$ cat src/rtl/gray_pkg.sv
// rtl/gray_pkg.sv - mode encodings and width-generic gray/binary helpers
package gray_pkg;

  localparam logic [1:0] MODE_B2G  = 2'b00;
  localparam logic [1:0] MODE_G2B  = 2'b01;
  localparam logic [1:0] MODE_GINC = 2'b10;
  localparam logic [1:0] MODE_PASS = 2'b11;

  // Callers zero-extend their word to this width and truncate the result;
  // zero upper bits leave the low bits of both transforms unchanged.
  localparam int GRAY_MAX_W = 64;

  function automatic logic [GRAY_MAX_W-1:0] bin2gray(input logic [GRAY_MAX_W-1:0] b);
    return b ^ (b >> 1);
  endfunction

  function automatic logic [GRAY_MAX_W-1:0] gray2bin(input logic [GRAY_MAX_W-1:0] g);
    logic [GRAY_MAX_W-1:0] b;
    b[GRAY_MAX_W-1] = g[GRAY_MAX_W-1];
    for (int i = GRAY_MAX_W - 2; i >= 0; i--) begin
      b[i] = b[i+1] ^ g[i];
    end
    return b;
  endfunction

endpackage

$ cat src/rtl/gray_skid_buf.sv
// rtl/gray_skid_buf.sv - two-entry in-order buffer with registered ready
module gray_skid_buf #(
  parameter int W = 6
) (
  input  logic         clk,
  input  logic         rst,
  input  logic         s_tvalid_i,
  output logic         s_tready_o,
  input  logic [W-1:0] s_tdata_i,
  output logic         m_tvalid_o,
  input  logic         m_tready_i,
  output logic [W-1:0] m_tdata_o
);

  logic [W-1:0] mem_q [2];
  logic [W-1:0] mem_d [2];
  logic         wr_q, wr_d;
  logic         rd_q, rd_d;
  logic [1:0]   occ_q, occ_d;
  logic         live_q;
  logic         push_w, pop_w;

  // live_q keeps ready low until the first edge after reset release.
  assign s_tready_o = live_q && (occ_q != 2'd2);
  assign m_tvalid_o = (occ_q != 2'd0);
  assign m_tdata_o  = mem_q[rd_q];

  assign push_w = s_tvalid_i && s_tready_o;
  assign pop_w  = m_tvalid_o && m_tready_i;

  always_comb begin
    mem_d = mem_q;
    wr_d  = wr_q;
    rd_d  = rd_q;
    occ_d = occ_q;
    if (push_w) begin
      mem_d[wr_q] = s_tdata_i;
      wr_d        = ~wr_q;
    end
    if (pop_w) begin
      rd_d = ~rd_q;
    end
    case ({push_w, pop_w})
      2'b10:   occ_d = occ_q + 2'd1;
      2'b01:   occ_d = occ_q - 2'd1;
      default: occ_d = occ_q;
    endcase
  end

  always_ff @(posedge clk or posedge rst) begin
    if (rst) begin
      mem_q[0] <= '0;
      mem_q[1] <= '0;
      wr_q     <= 1'b0;
      rd_q     <= 1'b0;
      occ_q    <= 2'd0;
      live_q   <= 1'b0;
    end else begin
      mem_q  <= mem_d;
      wr_q   <= wr_d;
      rd_q   <= rd_d;
      occ_q  <= occ_d;
      live_q <= 1'b1;
    end
  end

endmodule

$ cat src/rtl/gray_stream_conv.sv
// rtl/gray_stream_conv.sv - per-beat gray code converter stream stage with beat counter
module gray_stream_conv
  import gray_pkg::*;
#(
  parameter int N     = 4,
  parameter int CNT_W = 16
) (
  input  logic             clk,
  input  logic             rst,
  input  logic             in_valid,
  output logic             in_ready,
  input  logic [N-1:0]     in_data,
  input  logic [1:0]       in_mode,
  output logic             out_valid,
  input  logic             out_ready,
  output logic [N-1:0]     out_data,
  output logic [1:0]       out_mode,
  input  logic             cnt_clr,
  output logic [CNT_W-1:0] beat_count
);

  localparam logic [CNT_W-1:0] CNT_MAX = '1;

  logic [N-1:0]     b2g_w, g2b_w, ginc_bin_w, ginc_w, conv_w;
  logic [N+1:0]     buf_out_w;
  logic [CNT_W-1:0] cnt_q, cnt_d;

  assign b2g_w      = N'(bin2gray(GRAY_MAX_W'(in_data)));
  assign g2b_w      = N'(gray2bin(GRAY_MAX_W'(in_data)));
  assign ginc_bin_w = g2b_w + N'(1);
  assign ginc_w     = N'(bin2gray(GRAY_MAX_W'(ginc_bin_w)));

  always_comb begin
    conv_w = in_data;
    case (in_mode)
      MODE_B2G:  conv_w = b2g_w;
      MODE_G2B:  conv_w = g2b_w;
      MODE_GINC: conv_w = ginc_w;
      MODE_PASS: conv_w = in_data;
      default:   conv_w = in_data;
    endcase
  end

  // Mode travels with its result so out_mode always names the oldest entry.
  gray_skid_buf #(
    .W (N + 2)
  ) u_buf (
    .clk        (clk),
    .rst        (rst),
    .s_tvalid_i (in_valid),
    .s_tready_o (in_ready),
    .s_tdata_i  ({in_mode, conv_w}),
    .m_tvalid_o (out_valid),
    .m_tready_i (out_ready),
    .m_tdata_o  (buf_out_w)
  );

  assign out_mode   = buf_out_w[N+1:N];
  assign out_data   = buf_out_w[N-1:0];
  assign beat_count = cnt_q;

  always_comb begin
    cnt_d = cnt_q;
    if (cnt_clr) begin
      cnt_d = '0;
    end else if (out_valid && out_ready && (cnt_q != CNT_MAX)) begin
      cnt_d = cnt_q + CNT_W'(1);
    end
  end

  always_ff @(posedge clk or posedge rst) begin
    if (rst) begin
      cnt_q <= '0;
    end else begin
      cnt_q <= cnt_d;
    end
  end

endmodule

$ cat config.mk
export PLATFORM = sky130hd
export DESIGN_NAME = gray_stream_conv
export DESIGN_NICKNAME = d
export VERILOG_FILES = /design/src/rtl/gray_pkg.sv /design/src/rtl/gray_skid_buf.sv /design/src/rtl/gray_stream_conv.sv
export SDC_FILE = /design/constraint.sdc
export NUM_CORES = 1
export LEC_CHECK = 0
export BUFFER_PORTS_ARGS = -buffer_cell sky130_fd_sc_hd__buf_2
export CAP_MARGIN = 20
export CORE_MARGIN = 2
export CORE_UTILIZATION = 50
export CTS_CLUSTER_DIAMETER = 120
export DETAILED_ROUTE_END_ITERATION = 16
export HOLD_SLACK_MARGIN = 0.05
export PLACE_DENSITY_LB_ADDON = 0.25
export SYNTH_ARGS = -nofsm -noshare
export SYNTH_HDL_FRONTEND = slang
export SYNTH_SLANG_ARGS = --single-unit
$ cat constraint.sdc
create_clock -name clk -period 1.7 [get_ports clk]
set_input_delay 0.34 -clock clk [delete_from_list [all_inputs] [get_ports clk]]
set_output_delay 0.34 -clock clk [all_outputs]
set_load 0.1 [all_outputs]
# --- Word level (Yosys, flattened, before mapping) ---
# Index checks and enable logic that the tools add are counted.
op_classes:
  add_sub_neg: 4
  order_cmp: 3
  eq_ne: 7
  mux: 10
  n_bitwise: 9
  n_reduce_logical: 9
ops:
  columns: ["op", "count"]
  rows:
  - ["$mux 16", 2]
  - ["$mux 6", 4]
  - ["$add 16x1->16 const B", 1]
  - ["$ne 16x16->1 const B", 1]
  - ["$pmux 4 s4", 1]
  - ["$bwmux 12", 1]
  - ["$xor 4x3->4", 2]
  - ["$demux 6 s1", 1]
  - ["$eq 2x2->1 const B", 3]
  - ["$reduce_bool 2->1", 3]
  - ["$logic_and 1x1->1", 5]
  - ["$add 4x1->4 const B", 1]
  - ["$eq 2x1->1 const B", 2]
  - ["$ge 2x2->1 const B", 2]
  - ["$not 1->2", 2]
  - ["$pmux 2 s2", 1]
  - ["$xor 1x1->1", 3]
  - ["$add 2x1->2 const B", 1]
  - ["$logic_not 2->1", 1]
  - ["$lt 2x1->1 const B", 1]
  - ["$ne 2x2->1 const B", 1]
  - ["$not 1->1", 2]
  - ["$sub 2x1->2 const B", 1]
word_totals:
  regBits: 33
  output_inout_bits: 24
  elab_cells: 49

# --- Longest topological paths before layout ---
depth:
  ltp_word: 7
  depth_mapped: 8

# --- Hierarchy ---
# A second synthesis with hierarchy kept.
unflattened:
  hier_cells: 189
  hier_area_um2: 1928.1
by_module_without_submodules:
  columns: ["module", "n_inst", "cells_each", "area_per_inst_um2", "seq_area_each_um2"]
  rows:
  - ["gray_stream_conv", 1, 136, 1124.8, 400.4]
  - ["gray_skid_buf", 1, 53, 803.3, 425.4]

# --- Worst setup path after synthesis ---
# No wires, ideal clock.
synth_timing:
  kind: "register to output"
  from: "register u_buf.rd_q"
  to: "output port out_data[0]"
  t_arrival_ns: 2.663
  required_ns: 1.360
  setup_slack_ns: -1.303
  stages_incl_launch_ff: 3
  n_path_buf: 1
  path_cell_list: "dfrtp_1 -> clkbuf_1 -> o21ai_0"
synth_between:
  elab_chain_cells: 4
synth_rtl:
  columns: ["item", "line_no", "rtl"]
  rows:
  - ["start: declaration", "gray_skid_buf.sv:18", "logic rd_q, rd_d;"]
  - ["start signal: assignment", "gray_skid_buf.sv:61", "rd_q <= rd_d;"]
  - ["$not 1->2 (implied by the code)", "gray_skid_buf.sv:26", "assign m_tdata_o = mem_q[rd_q];"]
  - ["$mux 6 (implied by the code) (3 in series)", "gray_skid_buf.sv:26", null]
  - ["end: declaration", "gray_stream_conv.sv:16", "output logic [N-1:0] out_data,"]
# Every way passes these cells. The select of a mux whose other input is x is not followed.

# --- Worst setup path in the final report ---
layout_timing:
  from: "register cnt_q[1], in the netlist beat_count[1]"
  to: "register cnt_q[8], in the netlist beat_count[8]"
layout_between:
  elab_chain_cells: 3
  elab_cells_between_ends: 6
  classes_between: "add/sub (1); eq/ne (1); mux (2); reduce/logical (2)"
layout_rtl:
  columns: ["item", "line_no", "rtl"]
  rows:
  - ["start: declaration", "gray_stream_conv.sv:26", "logic [CNT_W-1:0] cnt_q, cnt_d;"]
  - ["start signal: assignment", "gray_stream_conv.sv:75", "cnt_q <= cnt_d;"]
  - ["$add 16x1->16 or $ne 16x16->1 (tied branches)", "gray_stream_conv.sv:67, gray_stream_conv.sv:66", null]
  - ["$mux 16 or $logic_and 1x1->1 (tied branches)", "gray_stream_conv.sv:66", "end else if (out_valid && out_ready && (cnt_q != CNT_MAX)) begin"]
  - ["$mux 16 or $reduce_bool 2->1 (tied branches)", null, null]
# Several ways; a longest one is shown, not always the timed one. The select of a mux whose other input is x is not followed.
# A chain may end at the register's enable or synchronous reset.

==> flow_summary.toml <==
[worst_setup_path]
rr_startpoint = "beat_count[1]$_DFFE_PP0P_"
ff2ff_path_depth = 5
path_class = "reg -> reg"
path_cells = "ha_4 > nand2_4 > or3_4 > or4_4 > a21oi_2"
cp-end-kind = "flop"
rr_endpoint = "beat_count[8]$_DFFE_PP0P_"
critPathBufInv = 0
cp_slowest_cell = "dfrtp_4"
arrival_ns = 1.94
crit_family = "simple AND/OR/NAND/NOR gates"
startpoint_type = "flop"
crit_required_ns = 1.92
cp_max_fo = 8
r2r_slack_ns = -0.02
cp_slowest_stage_delay_ns = 0.45

[timing]
setup_violations = 2
max_freq_ghz = 0.580
period_minus_slack_ns = 1.72
rsz0062_at_grt = "true"
postLayoutSetupSlackWorst_ns = -0.0238
final_hold_viol_count = 0
fin_crit_sh_pct = 101
finalMaxSlewViolations = 0
fin_worst_skew_ns = 0.00686
finalSetupTns_ns = -0.0458

[pwr]
switching_share_pct = 48.6
power_mw = 4.14
combPwrFrac_pct = 57.7
intPower_mw = 2.13
p_clk_share_pct = 14.3
p_per_area_nw_per_um2 = 1460
leakage_nw = 1.27
irDropWorstVdd_mv = 2.03
p_seq_share_pct = 28.0
power_switching_mw = 2.01

[finish]
fin_area_um2 = 2840
drive_gt1_share_pct = 54.5
fin_cells = 316
diodes = 0
fillers = 266
register_area_um2 = 885
multi_input_area_um2 = 1250
synthToLayoutAreaGrowth_pct = 43.4
nets = 281

[global_routing]
grt_pass1_vias = 1699
grt_usage_pct = 23.7
grt_max_degree = 34
grt_pass1_wl_um = 7860
overflow = 0
antenna_found_initial = 0

[synthesis]
ys_warn_count = 0
synthesis.area_um2 = 1980
synthArstFlopShare_pct = 100
synth_nets = 217
yosysMostFrequentCell = "dfrtp_1"
ys_seq_area_share_pct = 41.7
synth_common_cells = "dfrtp_1 (33), a21oi_1 (16), mux2_2 (15)"
synth.distinct_cells = 40
syn_inst = 203
netlist_top_cells_area = "dfrtp_1 (42%), mux2_2 (8.5%), a21oi_1 (4.0%)"
synth.largest_area_cell = "dfrtp_1"
ys_ff_latch = 33
synth_edf_count = 0
synth_top_area_share_pct = 41.7
ys.flop_type = "dfrtp_1"
avgSynthCellArea_um2 = 9.74

[drt]
vias = 1763
detail_route.vias_per_cell = 5.58
drt-wirelength-per-cell_um = 15.6
drt_iter0_drc = 101
detail_route.first_pass.iterations = 4
drtAntennaViolNets = 0
drc_errors = 0
wl_um = 4920

[floorplan]
rows = 22
dieArea_um2 = 4480
ioPinCount = 35
core_area_um2 = 3740
die_w_um = 66.9
start_util_pct = 52.8
die_h_um = 66.9

[place]
numPortBuffers = 34
place_area_um2 = 2530
hpwl_um = 3270
dp.cells = 301
gp_congestion = 0.860

[clocking]
cts_buffers = 5
htree_levels = 2
hold_buffers = 0
cts_tree = "built"
path_clk_slew_ns = 0.07
root_buffer = "clkbuf_8"
clock-sinks = 33
clockBufferDepth = 2
clk_latency_ns = 0.29

[status]
status = "finished, violations left"
violations = "setup timing"

[run]
drv_cap = 0

[worst_hold_path]
hp-class = "in -> async"
==> tightest hold or removal path, stage by stage <==
cell and delay [ns]:
buf_2 0.09, inv_1 0.04, buf_4 0.37
==> cells in the final DEF (no fill, tap or decap), drive strengths merged, types with 8 or more instances in the layout <==
| master | n |
|---|---|
| a21oi | 16 |
| buf | 69 |
| dfrtp | 33 |
| inv | 10 |
| mux2 | 21 |
| nand2 | 11 |
| nor2 | 11 |
| nor2b | 9 |
| xnor2 | 8 |
==> kinds of logic after synthesis <==
kind of cell | Yosys count | synth area share (%)
compound gates | 38 | 12.7
xor+xnor | 12 | 5.31
fa+ha+maj | 3 | 1.90
buf+inv | 22 | 4.68
flops | 33 | 41.7
mux | 27 | 15.0
other cells | 1 | 0.190
simple gates | 67 | 18.5
==> repair_timing <==
item                       in CTS  in global routing
setup buffers                   6                  3
resized for setup              18                 24
cloned                          0                  0
pin swaps                       5                  8
setup endpoints to repair      12                 21
==> per-stage QoR <==
stage / setup WS, ns / util, % / hold WS, ns
2_1_floorplan: -0.258 / - / 0.456
3_3_place_gp: -0.160 / 67.6 / 0.446
3_5_place_dp: -0.213 / 67.6 / 0.453
4_1_cts: -0.0227 / 72.6 / 0.140
5_1_grt: -0.0859 / 75.8 / 0.167
6_report: -0.0238 / 75.8 / 0.122
==> registers in the layout, indices dropped and copies added, names as in the netlist <==
name          count
beat_count       16
u_buf.live_q      1
u_buf.mem_q      12
u_buf.occ_q       2
u_buf.rd_q        1
u_buf.wr_q        1
==> worst max-delay path by stage <==
stage                                     startpoint                         end  slack [ns]  depth (start not counted)
after floorplan            beat_count[1]$_DFFE_PP0P_  beat_count[12]$_DFFE_PP0P_       -0.26                          6
final                      beat_count[1]$_DFFE_PP0P_   beat_count[8]$_DFFE_PP0P_       -0.02                          5
after global placement                    in_data[3]  u_buf.mem_q[9]$_DFFE_PP0P_       -0.16                          8
after detailed placement                  in_data[3]  u_buf.mem_q[8]$_DFFE_PP0P_       -0.21                          8
after CTS                 beat_count[14]$_DFFE_PP0P_   beat_count[4]$_DFFE_PP0P_       -0.02                          5
after global routing       beat_count[1]$_DFFE_PP0P_   beat_count[8]$_DFFE_PP0P_       -0.09                          5
==> power by group through the flow <==
| stage | Clock, mW | Combinational [mW] | Sequential (mW) |
|---|---|---|---|
| after floorplan | 0 | 1.68 | 1.21 |
| after global placement | 0 | 2.09 | 1.18 |
| after detailed placement | 0 | 2.12 | 1.19 |
| after CTS | 0.599 | 2.29 | 1.16 |
| after global routing | 0.628 | 2.49 | 1.18 |
| final | 0.593 | 2.39 | 1.16 |
==> layer usage <==
metal	vias up	routed length [um]	global-route usage (%)
met5	-	0	0
met4	0	81	8.42
met3	8	240	4.90
met2	50	2570	43.1
met1	851	2020	27.2
li1	854	-	-
==> area by class of cell <==
class	count	area share (%)
flip-flops and latches	33	31.2
repair buffers	69	18.2
clock inverters	3	0.618
inverters	10	1.32
well taps	48	2.12
multi-input cells	148	44.1
clock buffers	5	2.43
Note: power is estimated with default switching activity, not from simulation.
